===== src/rtl/hangman_pkg.sv =====
// Shared types and constants for the hangman game core.
package hangman_pkg;

  // Game controller states; IDLE must encode as zero so reset lands there.
  typedef enum logic [3:0] {
    HM_IDLE  = 4'd0,
    HM_LOAD  = 4'd1,
    HM_WAIT  = 4'd2,
    HM_CHECK = 4'd3,
    HM_WIN   = 4'd4,
    HM_LOSE  = 4'd5
  } hm_state_t;

  // Letter code reserved for blank/padding positions.
  localparam int HM_BLANK = 0;

endpackage


===== src/rtl/hangman_match.sv =====
// Parallel letter comparator: flags every word position equal to the guess.
// A blank guess never matches, so padding positions cannot be "hit".
module hangman_match
  import hangman_pkg::*;
#(
  parameter int WORD_LEN = 5,
  parameter int CHAR_W   = 5
) (
  input  logic [WORD_LEN-1:0][CHAR_W-1:0] word_i,
  input  logic [CHAR_W-1:0]               guess_i,
  output logic [WORD_LEN-1:0]             match_o
);

  logic guess_nz;
  assign guess_nz = (guess_i != CHAR_W'(HM_BLANK));

  for (genvar i = 0; i < WORD_LEN; i++) begin : g_lane
    assign match_o[i] = guess_nz && (word_i[i] == guess_i);
  end

endmodule


===== src/rtl/hangman_engine.sv =====
// Hangman game core: loads a word, accepts guesses over valid/ready,
// reveals all matching positions in one cycle, tracks wrong tries and
// ignores repeated guesses without charging a try.
module hangman_engine
  import hangman_pkg::*;
#(
  parameter  int WORD_LEN  = 5,
  parameter  int CHAR_W    = 5,
  parameter  int MAX_TRIES = 7,
  localparam int TRY_W     = $clog2(MAX_TRIES + 1)
) (
  input  logic                       clk,
  input  logic                       rst,
  input  logic                       start_i,
  input  logic [WORD_LEN*CHAR_W-1:0] word_i,
  input  logic                       guess_valid_i,
  input  logic [CHAR_W-1:0]          guess_i,
  output logic                       guess_ready_o,
  output logic [WORD_LEN-1:0]        revealed_o,
  output logic [TRY_W-1:0]           tries_o,
  output logic                       hit_o,
  output logic                       miss_o,
  output logic                       repeat_o,
  output logic                       win_o,
  output logic                       lose_o
);

  localparam int HIST_N = 2 ** CHAR_W;

  if (WORD_LEN < 1 || WORD_LEN > 16) begin : g_bad_len
    $fatal(1, "hangman_engine: WORD_LEN must be 1..16");
  end
  if (MAX_TRIES < 1 || MAX_TRIES >= 2 ** TRY_W) begin : g_bad_tries
    $fatal(1, "hangman_engine: MAX_TRIES out of range for TRY_W");
  end

  hm_state_t                       state_q, state_d;
  logic [WORD_LEN-1:0][CHAR_W-1:0] word_q, word_d, word_in;
  logic [CHAR_W-1:0]               guess_q, guess_d;
  logic [HIST_N-1:0]               hist_q, hist_d;
  logic [WORD_LEN-1:0]             rev_q, rev_d, pad, match;
  logic [TRY_W-1:0]                tries_q, tries_d;
  logic                            hit_q, hit_d, miss_q, miss_d, rep_q, rep_d;

  assign word_in = word_i;

  hangman_match #(.WORD_LEN(WORD_LEN), .CHAR_W(CHAR_W)) u_match (
    .word_i  (word_q),
    .guess_i (guess_q),
    .match_o (match)
  );

  // Padding letters of the incoming word start out revealed.
  always_comb begin
    pad = '0;
    for (int i = 0; i < WORD_LEN; i++) pad[i] = (word_in[i] == CHAR_W'(HM_BLANK));
  end

  // Next-state and datapath update; start_i overrides everything but reset.
  always_comb begin
    state_d = state_q;
    word_d  = word_q;
    guess_d = guess_q;
    hist_d  = hist_q;
    rev_d   = rev_q;
    tries_d = tries_q;
    hit_d   = 1'b0;
    miss_d  = 1'b0;
    rep_d   = 1'b0;
    if (start_i) begin
      word_d  = word_in;
      guess_d = '0;
      hist_d  = '0;
      rev_d   = pad;
      tries_d = '0;
      state_d = HM_LOAD;
    end else begin
      unique case (state_q)
        HM_IDLE: ;
        // An all-blank word is already solved.
        HM_LOAD: state_d = (&rev_q) ? HM_WIN : HM_WAIT;
        HM_WAIT: begin
          if (guess_valid_i) begin
            guess_d = guess_i;
            state_d = HM_CHECK;
          end
        end
        HM_CHECK: begin
          if (guess_q == CHAR_W'(HM_BLANK) || hist_q[guess_q]) begin
            rep_d = 1'b1;
          end else begin
            hist_d[guess_q] = 1'b1;
            if (|match) begin
              rev_d = rev_q | match;
              hit_d = 1'b1;
            end else begin
              if (tries_q != TRY_W'(MAX_TRIES)) tries_d = tries_q + TRY_W'(1);
              miss_d = 1'b1;
            end
          end
          // Completing the word wins even on what would be the last try.
          if (&rev_d)                            state_d = HM_WIN;
          else if (tries_d == TRY_W'(MAX_TRIES)) state_d = HM_LOSE;
          else                                   state_d = HM_WAIT;
        end
        HM_WIN, HM_LOSE: ;
        default: state_d = HM_IDLE;
      endcase
    end
  end

  // State and datapath registers.
  always_ff @(posedge clk or negedge rst) begin
    if (!rst) begin
      state_q <= HM_IDLE;
      word_q  <= '0;
      guess_q <= '0;
      hist_q  <= '0;
      rev_q   <= '0;
      tries_q <= '0;
      hit_q   <= 1'b0;
      miss_q  <= 1'b0;
      rep_q   <= 1'b0;
    end else begin
      state_q <= state_d;
      word_q  <= word_d;
      guess_q <= guess_d;
      hist_q  <= hist_d;
      rev_q   <= rev_d;
      tries_q <= tries_d;
      hit_q   <= hit_d;
      miss_q  <= miss_d;
      rep_q   <= rep_d;
    end
  end

  assign guess_ready_o = (state_q == HM_WAIT);
  assign revealed_o    = rev_q;
  assign tries_o       = tries_q;
  assign hit_o         = hit_q;
  assign miss_o        = miss_q;
  assign repeat_o      = rep_q;
  assign win_o         = (state_q == HM_WIN);
  assign lose_o        = (state_q == HM_LOSE);

endmodule

===== config.mk =====
export PLATFORM = sky130hd
export DESIGN_NAME = hangman_engine
export DESIGN_NICKNAME = d
export VERILOG_FILES = /design/src/rtl/hangman_pkg.sv /design/src/rtl/hangman_match.sv /design/src/rtl/hangman_engine.sv
export SDC_FILE = /design/constraint.sdc
export NUM_CORES = 1
export LEC_CHECK = 0
export ABC_AREA = 1
export CORE_ASPECT_RATIO = 1.2
export CORE_UTILIZATION = 39
export CTS_CLUSTER_DIAMETER = 100
export DETAILED_ROUTE_END_ITERATION = 12
export SYNTH_ARGS = -nofsm -noshare
export SYNTH_HDL_FRONTEND = slang
export SYNTH_HIERARCHICAL = 1
export SYNTH_SLANG_ARGS = --single-unit

===== constraint.sdc =====
create_clock -name clk -period 2.5 [get_ports clk]
set_clock_uncertainty 0.15 [all_clocks]
set_input_delay 0.75 -clock clk [delete_from_list [all_inputs] [get_ports clk]]
set_output_delay 0.75 -clock clk [all_outputs]
set_load 0.01 [all_outputs]

# Yosys cells after proc, flatten, opt, wreduce, memory -nomap -nowiden
# Index checks and enable logic that the tools add are counted.
dict set report totals {
  ff_bits 77
  out_inout_bits 14
  in_bits 34
  word_cells 98
}
dict set report classes {
  magnitude_cmp 2
  n_mux 40
  n_addsub 1
  n_bitwise 2
  eq_ne 15
  reduce_logical 25
}
# op count
set op_table {}
lappend op_table {{32-bit 2-to-1 mux} 3}
lappend op_table {{5-bit 2-to-1 mux} 9}
lappend op_table {{32-bit OR} 1}
lappend op_table {{5-bit logical NOT} 6}
lappend op_table {{3-bit 2-to-1 mux} 10}
lappend op_table {{5-bit equality test} 5}
lappend op_table {{4-bit case mux with 4 select lines} 1}
lappend op_table {{1-bit 2-to-1 mux} 13}
lappend op_table {{5-bit AND reduction} 2}
lappend op_table {{4-bit by 2-bit equality test with 1-bit output (second input constant)} 2}
lappend op_table {{4-bit by 3-bit equality test with 1-bit output (second input constant)} 2}
lappend op_table {{4-bit 2-to-1 mux} 2}
lappend op_table {{1-bit logical AND} 6}
lappend op_table {{5-bit by 6-bit < comparator with 1-bit output (second input constant)} 1}
lappend op_table {{3-bit != test (second input constant)} 2}
lappend op_table {{2-bit AND reduction} 3}
lappend op_table {{2-bit nonzero test} 3}
lappend op_table {{1-bit binary-select mux with 5-bit select} 1}
lappend op_table {{1-bit demux with 5-bit select} 1}
lappend op_table {{5-bit by 1-bit >= comparator with 1-bit output (second input constant)} 1}
lappend op_table {{5-bit OR} 1}
lappend op_table {{5-bit nonzero test} 1}
lappend op_table {{5-bit OR reduction} 1}
lappend op_table {{4-bit by 1-bit equality test with 1-bit output (second input constant)} 1}
lappend op_table {{other kinds (7)} 7}

# Logic depth before layout (Yosys ltp)
dict set report logic_depth {
  depth_word 12
  ltp_mapped 20
  ltp_nobuf 20
}

# By module
# The synthesis kept the hierarchy.
# module n_inst cells_per_inst area_each_um2
set by_module_without_submodules {}
lappend by_module_without_submodules {hangman_engine 1 485 3752.3}
lappend by_module_without_submodules {hangman_match 1 112 474.2}

# Worst setup path before layout
# No wires, ideal clock.
dict set report synth_path {
  path_type {flip-flop to flip-flop}
  from {register guess_q[2]}
  to {register state_q[2]}
  synth_period_minus_slack_ns 2.264
  path_stages_with_launch 20
  n_path_buf 1
  arrival_time_ns 1.998
  t_required_ns 2.233
  setup_slack_ns 0.236
  setup_ns 0.117
  path_cell_list {dfrtp_1 > buf_2 > nor2_1 > nand4_2 > nand2_1 > nor2_2 > nor2_1 > nand4_1 > inv_1 > o21ai_0 > o21ai_0 > inv_1 > o21ai_2 > inv_2 > nand2_1 > o21ai_1 > nand2_1 > nand2_1 > nand2_1 > nand2_1}
}
dict set report synth_via {
  elab_chain_len 12
  elab_cells_between_ends 31
  classes_between {6 x eq/ne; 14 x mux; 1 x bitwise; 10 x reduce/logical}
}
# item line_no
set synth_lines {}
lappend synth_lines {{from (decl)} hangman_engine.sv:39} ;# logic [CHAR_W-1:0] guess_q, guess_d;
lappend synth_lines {{from (signal assigned)} hangman_engine.sv:127} ;# guess_q <= guess_d;
lappend synth_lines {{5-bit equality test or 5-bit nonzero test (tied branches)} {hangman_match.sv:18, hangman_match.sv:15}}
lappend synth_lines {{1-bit logical AND (*)} hangman_match.sv:18} ;# assign match_o[i] = guess_nz && (word_i[i] == guess_i);
lappend synth_lines {{net match[0]} hangman_engine.sv:41} ;# logic [WORD_LEN-1:0] rev_q, rev_d, pad, match;
lappend synth_lines {{5-bit OR reduction} hangman_engine.sv:93} ;# if (|match) begin
lappend synth_lines {{3-bit 2-to-1 mux} hangman_engine.sv:93}
lappend synth_lines {{3-bit 2-to-1 mux} hangman_engine.sv:89} ;# if (guess_q == CHAR_W'(HM_BLANK) || hist_q[guess_q]) begin
lappend synth_lines {{3-bit 2-to-1 mux} hangman_engine.sv:78} ;# unique case (state_q)
lappend synth_lines {{3-bit 2-to-1 mux} hangman_engine.sv:70} ;# if (start_i) begin
lappend synth_lines {{3-bit equality test} hangman_engine.sv:103} ;# else if (tries_d == TRY_W'(MAX_TRIES)) state_d = HM_LOSE;
lappend synth_lines {{3-bit 2-to-1 mux} hangman_engine.sv:103}
lappend synth_lines {{3-bit 2-to-1 mux (*)} hangman_engine.sv:102} ;# if (&rev_d) state_d = HM_WIN;
lappend synth_lines {{4-bit case mux with 4 select lines (*)} hangman_engine.sv:78}
lappend synth_lines {{4-bit 2-to-1 mux (*)} hangman_engine.sv:70}
lappend synth_lines {{to (signal assigned)} hangman_engine.sv:125} ;# state_q <= state_d;
lappend synth_lines {{to (decl)} hangman_engine.sv:37} ;# hm_state_t state_q, state_d;
# The timed path passes the listed nets; every way through them passes the cells marked *. The select of a mux whose other input is x is not followed.
# A chain may end at the register's enable or synchronous reset.

# Worst setup path after layout
dict set report layout_path {
  from {register state_q[1]}
  to {output port win_o}
}
dict set report layout_via {
  elab_chain_len 1
}
# item line_no
set layout_lines {}
lappend layout_lines {{4-bit by 3-bit equality test with 1-bit output} hangman_engine.sv:143} ;# assign win_o = (state_q == HM_WIN);
lappend layout_lines {{to (decl)} hangman_engine.sv:24} ;# output logic win_o,
# Every way passes these cells.

==> summary by stage <==
Outcome
The flow ran to the end, and the final reports show no timing, DRC or antenna violations.

Worst setup path
The worst register-to-register path has a setup slack of 0.11 ns. The worst register-to-register path has a depth of 15. The largest fanout on the critical path is 5. The origin of the critical flop-to-flop path is guess_q[0]. The data arrival time of the critical path is 1.50 ns. In this run the critical register-to-register path is captured at state_q[0].

The critical path start-end classification is register to output port. The worst setup path is captured at an output port. The type of origin of the critical path is a register. At the worst endpoint, the required time is 1.60 ns.

CTS
In this run the number of H-tree levels came out at 3. TritonCTS built the clock tree. The number of hold buffers added after CTS was 0. The clock input transition at the sequential cells of the worst setup and hold paths is 0.06 ns. The clock insertion delay at the later pin of the skew report is 0.33 ns. No sink is reached through more buffers than the 2 on the longest clock path.

The number of clock sinks seen by CTS is 76. The root cell of the clock tree is clkbuf_16. The number of buffers created by CTS is 9.

Die
The starting density of the core is 40.19%. The die covers 11260 sq um. The die height is 116.0 um. The die boundary width is 97.03 um. Pin placement for this block handled 48 I/O pins.

The initialized floorplan defines 41 standard-cell rows. The area of the placeable core is 10520 sq um.

Cells and area
The top cell types in the final layout, fill and taps aside, are 252 x nand2_1, 72 x dfrtp_1, 57 x inv_1, 44 x o21ai_0, 44 x clkdlybuf4s50_1. The final-layout fill cell count is 1039. The most common cell after layout, fill and taps aside is nand2_1.

Cells with a size suffix above 1 make up 14.16% of the layout. For this run, the post-layout net count is 702. The number of antenna cells inserted is 0.

Once layout is complete, the cells apart from fillers number 800. The share of the core filled with cells is 51.21%. The area growth from synthesis to layout is 27.41%.

Yosys
Summing the sequential cell areas from Yosys gives 45.00% of the chip area. The synthesized netlist occupies a cell area of 4227 sq um. The share of the synthesized area in compound gates (AO/OA/AOI/OAI) is 9.207%.

The post-synthesis cell type count is 35. By area, the combinational part of the netlist is dominated by simple AND/OR/NAND/NOR gates. After synthesis, the mean cell area works out to 7.080 sq um. The async set or reset register ratio after synthesis is 100.0%.

The synthesized netlist net count is 632. The Yosys step of the flow raised 6 warnings. After Yosys synthesis, XOR and XNOR cells account for 1.243% of the synthesized area. Of the total synthesized cell area, the portion taken by full adders, half adders and majority gates is 0.2960%. Synthesis inferred 76 register bits. The simple-gate portion of the synthesized area is 35.67%.

The cell count after synthesis is 597. The count of flip-flops with a built-in enable after synthesis is 0. In the synthesized netlist the dominant register cell turns out to be dfrtp_1. The portion of netlist area occupied by mux cells is 0%.

Placement
The congestion estimate from routability-driven global placement came to 0.8798. Counting tap cells, the placed design contains a total of 777 instances. Detailed placement finished with a half-perimeter wire length of 8030 um. Port buffering added 47 buffers.

The post-placement setup slack is 0.007670 ns.

Drt
Once detail routing completed, the nets flagged for antenna violations numbered 0. The vias per cell is 4.944. The number of detailed-route iterations in the first pass is 4. The detailed-route wire length per cell is 13.98 um. The number of DRC markers after the initial detailed-route iteration is 222. In the routed design, unresolved DRC markers number 0. The number of vias after detailed routing is 3955. The detailed-route wire length is 11180 um.

GRT
The via count of the first global-routing pass is 3812. The global routing usage summed across all routing layers is 21.13%. The total congestion overflow is 0. The initial antenna violation count is 0. The maximum number of pins on one net before global-route repair is 40. The first global-routing pass estimated 18710 um of wire.

Power and ir drop
The worst-case IR drop observed on VDD is 0.3415 mV. The sum of internal, switching and leakage power is 3383 uW. The static power due to leakage is 0.002633 uW. The total power divided by cell area is 628.2 nW/um^2.

STA
The achievable clock frequency is 417.2 MHz. The number of max-slew violations in the final report was 0. The transition time at the pin with the least slew margin is 0.7105 ns. Measured against its own limit, the worst slew margin works out to 52.46%.

The clock period minus worst slack is 2.397 ns. After routing, the total negative slack on setup checks comes to 0 ns. Once routing completed, OpenROAD measured the worst setup slack at 0.1032 ns. The portion of the clock cycle consumed by the worst path in the final layout is 95.87%. Setup repair after global routing could not meet its margin everywhere. Setup violations remaining at the end of the flow were counted as 0. The final number of hold-violating endpoints was 0.

Hold path
The worst min-delay path category is primary input to async pin.

Job
The number of violations of the max-capacitance limit is 0.
area by class of cell:
type	instances	area, sq um	share of cell area (%)
multi-input combinational	431	2002	37.17
sequential	76	1907	35.41
timing repair buffer	79	788.3	14.64
inverter	70	267.8	4.972
clock buffer	10	229.0	4.252
tap	129	161.4	2.997
clock inverter	5	30.03	0.5576
routing by layer:
layer	GRT usage [%]	vias to the layer above	wire length, um
li1	-	2013	-
met1	25.71	1861	4905
met2	38.03	71	5721
met3	3.800	10	427
met4	6.965	0	128
met5	0	-	0
through the flow:
stage	area, sq um	hold WS (ns)
5_1_grt	5385	0.2490
6_report	5385	0.2135
4_1_cts	5231	0.2283
3_3_place_gp	4974	0.3171
3_5_place_dp	4974	0.3240
2_1_floorplan	4227	0.3023
state kept, by name (all words and copies together) (netlist names):
register	cells
miss_o	1
guess_q	5
revealed_o	5
tries_o	3
hist_q	32
state_q	3
hit_o	1
repeat_o	1
word_q	25
critical path, stage by stage, from the launching register on:
cell and delay, ns:
dfrtp_1 0.39, inv_2 0.09, nand2_1 0.07, nor2_1 0.08, clkdlybuf4s50_1 0.53
logic make-up after synthesis:
logic type | Yosys count
and+or+nand+nor | 355
AOI/OAI and AO/OA | 69
adders and majority gates | 1
xor gates and xnor gates | 6
DFF | 76
buffers and inverters | 90
how the worst max path moves through the flow:
stage / depth (start not counted) / start / to / slack [ns]
floorplan: 19 / guess_q[2] / state_q[2] / 0.24
global placement: 5 / start_i / revealed_o[4] / 0.03
detailed placement: 5 / start_i / revealed_o[3] / 0.008
CTS: 18 / guess_q[0] / state_q[2] / 0.006
global route: 15 / guess_q[0] / state_q[0] / -0.04
finish: 4 / state_q[1] / win_o / 0.10
repair_timing:
action,4_1_cts,5_1_grt
endpoints found under the setup margin,1,6
pin swaps,0,17
buffers inserted,0,7
resized for setup,1,31
gates cloned,0,1
report_power, final:
group	switching [uW]	total, uW	internal, uW
clock network	484	1140	660
logic	504	852	347
registers	78.5	1390	1310
total	1070	3380	2320
Yosys cell counts (2+ instances only):
| library cell | instances | share of area, % |
|---|---|---|
| o221ai_1 | 3 | 0.62 |
| nand2_2 | 3 | 0.44 |
| inv_2 | 9 | 0.80 |
| o21ai_2 | 2 | 0.41 |
| o22ai_1 | 8 | 1.2 |
| nor2_2 | 5 | 0.74 |
| dfrtp_1 | 76 | 45 |
| nor3_2 | 7 | 1.7 |
| nor2_1 | 41 | 3.6 |
| nor3_1 | 4 | 0.47 |
| o31ai_1 | 2 | 0.36 |
| clkbuf_1 | 12 | 1.1 |
| xnor2_1 | 5 | 1.0 |
| o21ai_1 | 2 | 0.24 |
| inv_1 | 61 | 5.4 |
| a21oi_1 | 3 | 0.36 |
| o21ai_0 | 45 | 5.3 |
| nor4_1 | 2 | 0.30 |
| nand4_1 | 12 | 1.8 |
| buf_6 | 2 | 0.53 |
| buf_2 | 5 | 0.59 |
| nand2_1 | 258 | 23 |
| nand3_1 | 18 | 2.1 |
Note: power is estimated with default switching activity, not from simulation.
==> RTL edit 1, RTL diff (same settings) <==
Make the reset (`rst`) synchronous in one clocked block.
--- a/src/rtl/hangman_engine.sv
+++ b/src/rtl/hangman_engine.sv
@@ -110,7 +110,7 @@
   end
 
   // State and datapath registers.
-  always_ff @(posedge clk or negedge rst) begin
+  always_ff @(posedge clk) begin
     if (!rst) begin
       state_q <= HM_IDLE;
       word_q  <= '0;
Function: differs if rst is asserted again (counterexample within 4 cycles, from zero or initial values and one cycle with rst low); with rst held inactive, the same outputs for 4 cycles.
==> RTL edit 1 against the original RTL <==
Non-clock buffer count shrank 2. Worst hold slack improved by 95 ps. Routed wire length decreased by 8.2%. Global-route usage rose by 0.58 points. Sequential cell count shrank 1. Die area fell by 8.1%. Worst setup slack got worse by 4.6 ps. Design area is 8.2% lower. Area after synthesis down 8.2%. Critical path type unchanged. Largest cell class unchanged. Highest routed layer unchanged.
Power is not compared: it rests on default switching activity, and its combinational part moved more than twofold at a synthesized area within 25%.
==> RTL edit 1: results (changes against the original RTL) <==
[finish]
nNetsFinal = 701  ; -0.14%
fill_cells = 953  ; -8.3%
reg_top3 = hist_q x31, word_q x25
drive_gt1_share_pct = 13.1  ; -1.0 points

[routing]
viasPerCell = 4.91  ; -0.78%
drt_iter0_drc = 163  ; -27%
firstDrtPassIters = 5  ; +1
routedWlPerCell_um = 12.9  ; -7.4%

[grt]
grt_max_degree = 34  ; -15%
grt_pass1_vias = 3773  ; -1.0%
grt_usage_pct = 21.7  ; +0.58 points
grt_pass1_wl_mm = 17.8  ; -4.9%

[yosys]
synth_fp_nets = 634  ; +0.32%
synth_ff_type = dfxtp_1
ys_seq_area_share_pct = 38.7  ; -6.3 points
synth_cell_types = 37  ; +5.7%
synth_common_cells = nand2_1, dfxtp_1, nor2_1
async_reset_ff_share_pct = 0  ; -100 points
ys.warnings.count = 6  ; unchanged
yosys-top-cells-area = dfxtp_1, nand2_1, o21ai_0, nor2_1, inv_1

[status]
status = completed

[hold_path]
worstHoldPathType = reg2reg

[power_and_ir_drop]
power.total_mw = 2.89
leakage_nw = 2.11

[clocking]
insertion_delay_ps = 330  ; about the same
cts_buffers = 9  ; unchanged

[sta]
slew_headroom_pct = 52.2  ; -0.23 points

[place]
dp_hpwl_mm = 7.43  ; -7.5%
gp_routability_congestion = 0.868  ; -1.3%

[critical_path]
crit_fanout = 4  ; -1

-- RTL edit 1: path summary, 6_finish.rpt --
path              cells after the start          to  slack (ps)        from
setup reg to reg                     16  state_q[0]         200  guess_q[1]
hold reg to reg                       2  hist_q[29]         310  hist_q[29]
setup / recovery                      4       win_o         100  state_q[1]
hold / removal                        2  hist_q[29]         310  hist_q[29]
-- RTL edit 1: where the power goes --
group | internal, mW | leakage (nW) | switching (mW)
logic | 0.123 | 1.35 | 0.145
clock network | 0.867 | 0.152 | 0.492
registers | 1.23 | 0.614 | 0.0300
total | 2.22 | 2.11 | 0.667
-- RTL edit 1: cells by family after synthesis --
family / share of synthesized area (%)
AO/OA/AOI/OAI: 13.7
XOR/XNOR: 1.35
adder cells (fa/ha/maj): 0.323
buffers and inverters: 8.90
flip-flops: 38.7
AND/OR/NAND/NOR: 37.0
-- RTL edit 1: layout make-up --
type / instances / area [um2] / area share, %
clock buffer: 10 / 229 / 4.63
sequential: 75 / 1510 / 30.5
inverter: 61 / 235 / 4.76
tap: 123 / 154 / 3.11
multi-input combinational: 442 / 2040 / 41.2
timing repair buffer: 77 / 702 / 14.2
clock inverter: 5 / 78.8 / 1.59
-- RTL edit 1: through the flow --
stage / cells / setup TNS, ps / instance area, um2 / hold slack, ps / setup WS, ps
final: 793 / 0 / 4950 / 308 / 98.6
after global routing: 793 / -58.8 / 4950 / 327 / -48.0
after CTS: 787 / 0 / 4880 / 310 / 15.3
after detailed placement: 772 / 0 / 4570 / 295 / 34.3
after global placement: 772 / -0.736 / 4570 / 289 / -0.736
after floorplan: 599 / 0 / 3880 / 278 / 380
-- RTL edit 1: repair_timing --
item / in CTS / in global routing
setup buffers: 0 / 6
endpoints found under the setup margin: 0 / 22
resized for setup: 0 / 14
-- RTL edit 1: per-layer routing --
metal	up-vias	global-route usage, %	share of wire (%)
met4	0	8.82	2.0
met5	-	0	0
met2	89	35.7	51
met1	1749	27.9	44
li1	2033	-	-
met3	19	3.57	3.3
-- RTL edit 1: worst max-delay path, cell delays in order, from the launching register on --
cell and delay [ps]:
dfxtp_1 320, inv_2 100, nand2_1 110, nor2_1 110, clkdlybuf4s50_1 540
==> RTL edit 2, RTL diff (same flow settings) <==
Without the edit above. `CHAR_W` is set to 5 in 2 places; all go to 6.
--- a/src/rtl/hangman_match.sv
+++ b/src/rtl/hangman_match.sv
@@ -4,7 +4,7 @@
   import hangman_pkg::*;
 #(
   parameter int WORD_LEN = 5,
-  parameter int CHAR_W   = 5
+  parameter int CHAR_W   = 6
 ) (
   input  logic [WORD_LEN-1:0][CHAR_W-1:0] word_i,
   input  logic [CHAR_W-1:0]               guess_i,
--- a/src/rtl/hangman_engine.sv
+++ b/src/rtl/hangman_engine.sv
@@ -5,7 +5,7 @@
   import hangman_pkg::*;
 #(
   parameter  int WORD_LEN  = 5,
-  parameter  int CHAR_W    = 5,
+  parameter  int CHAR_W    = 6,
   parameter  int MAX_TRIES = 7,
   localparam int TRY_W     = $clog2(MAX_TRIES + 1)
 ) (
Interface: changed (resized guess_i and word_i); port bits go from 48 to 54. No check against the original RTL was run, so the function may have changed too.
==> RTL edit 2 against the original RTL <==
Area after synthesis up 54%. Critical path depth grew 13. Sequential cell count rose by 38. Synthesized cell count increased by 48%. Worst setup slack got worse by 88 ps. Total power up 54%. Routed wire length rose by 64%. Non-clock buffer count rose by 40. Design area rose by 55%. Sequential power up 42%.
==> RTL edit 2: results (changes against the original RTL) <==
[status]
status = completed

[critical_path]
critPathArrivalTime_ps = 2680  ; +1180 ps
crit_fanout = 32  ; +27
worst-r2r-setup-slack_ps = 20  ; -90 ps

[finish]
nNetsFinal = 1029  ; +47%
diodes = 0  ; unchanged
drive_gt1_share_pct = 18.4  ; +4.3 points
reg_top3 = hist_q x64, word_q x30, guess_q x6

[yosys]
synth_cell_types = 30  ; -14%
synth_ff_type = dfrtp_1
synth_fp_nets = 923  ; +46%
syn_inst = 882  ; +48%
async_reset_ff_share_pct = 100  ; unchanged
yosys-top-cells-area = dfrtp_1, nand2_1, o22ai_2, inv_1, nor2_1
synth_common_cells = nand2_1, dfrtp_1, inv_1
ys_seq_area_share_pct = 43.8  ; -1.2 points
ys.warnings.count = 6  ; unchanged

[sta]
fmax_mhz = 403  ; -3.5%
tightest_slew_ps = 736  ; +25.8 ps
holdWs_ps = 171  ; -42.2 ps

[routing]
viasPerCell = 4.90  ; -0.99%
firstDrtPassIters = 5  ; +1
drt_iter0_drc = 400  ; +80%
routedWlPerCell_um = 15.2  ; +8.7%
drt-total-wl_mm = 18.4  ; +64%

[grt]
grt_usage_pct = 23.2  ; +2.0 points
antenna_found_initial = 0  ; unchanged
grt_max_degree = 44  ; +10%
grt_pass1_wl_mm = 30.2  ; +62%

[clocking]
cts_buffers = 17  ; +8
cts.clk_slew.worst_paths_ps = 50
cts_buffer_depth = 2  ; unchanged
root_buffer = clkbuf_16
insertion_delay_ps = 420  ; +90 ps
h-tree-depth = 4  ; +1

[place]
io_buffers = 53  ; +13%
gp_routability_congestion = 0.835  ; -5.1%
dp_hpwl_mm = 13.3  ; +65%
pre_cts_ws_ps = -30.1  ; -37.7 ps

[power_and_ir_drop]
peakVddDrop_mv = 0.500  ; +46%
leakage_nw = 3.98  ; +51%

[flow_run]
maxCapViolations = 0  ; unchanged

[hold_path]
worstHoldPathType = in2async

[RTL edit 2: cell count changes after synthesis, sizes merged, moves of 5 or more]
cell    unedited run  this run
nand3             19        32
buf                8        17
inv               70       106
dfrtp             76       114
xnor2              5         0
nor2              48        78
nand2            261       393
o211ai             1        14
nand4             13         3
o22ai              8        40
nor3              11        16
[RTL edit 2: path summary, 6_finish.rpt]
kind,cells after the start,startpoint,end
worst max-delay path,17,guess_q[0],hist_q[44]
worst min-delay path,1,rst,word_q[20]
worst max register to register,17,guess_q[0],hist_q[44]
worst min register to register,2,hist_q[18],hist_q[18]
max in group asynchronous,2,rst,hist_q[31]
min in group clk,2,hist_q[18],hist_q[18]
[RTL edit 2: cell families after synthesis]
family          count (synthesis)  synth area share [%]
compound gates                105                  13.7
buf+inv                       138                  9.58
simple gates                  523                  32.7
fa+ha+maj                       1                 0.192
flops                         114                  43.8
xor+xnor                        1                 0.134
[RTL edit 2: cell type report]
type	instances	area, um2
clock buffer	24	502
clock inverter	5	100
fill	1625	7940
inverter	106	410
multi-input combinational	630	3060
sequential	114	2860
tap	212	265
timing repair buffer	119	1140
[RTL edit 2: metrics by stage]
| stage | instance area, um2 | utilization (%) |
|---|---|---|
| after floorplan | 6520 | - |
| after global placement | 7660 | 47.1 |
| after detailed placement | 7660 | 47.1 |
| after CTS | 8270 | 50.8 |
| after global routing | 8330 | 51.2 |
| final | 8330 | 51.2 |
[RTL edit 2: report_power, final]
part | internal, mW | switching [mW]
logic | 0.287 | 0.442
clock network | 1.68 | 0.822
registers | 1.91 | 0.0682
total | 3.88 | 1.33
[RTL edit 2: critical path, cell delays in order (launching register included)]
cell	delay, ps
dfrtp_2	450
buf_12	170
buf_4	150
nand2_1	50
nand2_1	60
nand2_1	50
nand2_1	50
nand2_1	50
nand2_1	60
nand2_1	70
nand3_2	80
nor2_4	250
nand2_4	100
inv_2	90
nand2_2	100
buf_12	200
buf_12	160
o22ai_2	80
[RTL edit 2: repair_timing]
action,4_1_cts,5_1_grt
setup buffers,0,5
hold buffers,0,0
pin swaps,0,3
resized for setup,7,22
setup endpoints to repair,11,23
endpoints found under the hold margin,0,0
[RTL edit 2: per-layer routing]
layer / global-route usage, % / up-vias / routed length [um]
met4: 8.75 / 0 / 411
met5: 0 / - / 0
li1: - / 2964 / -
met1: 28.5 / 2797 / 8010
met2: 40.1 / 137 / 9130
met3: 4.33 / 25 / 836
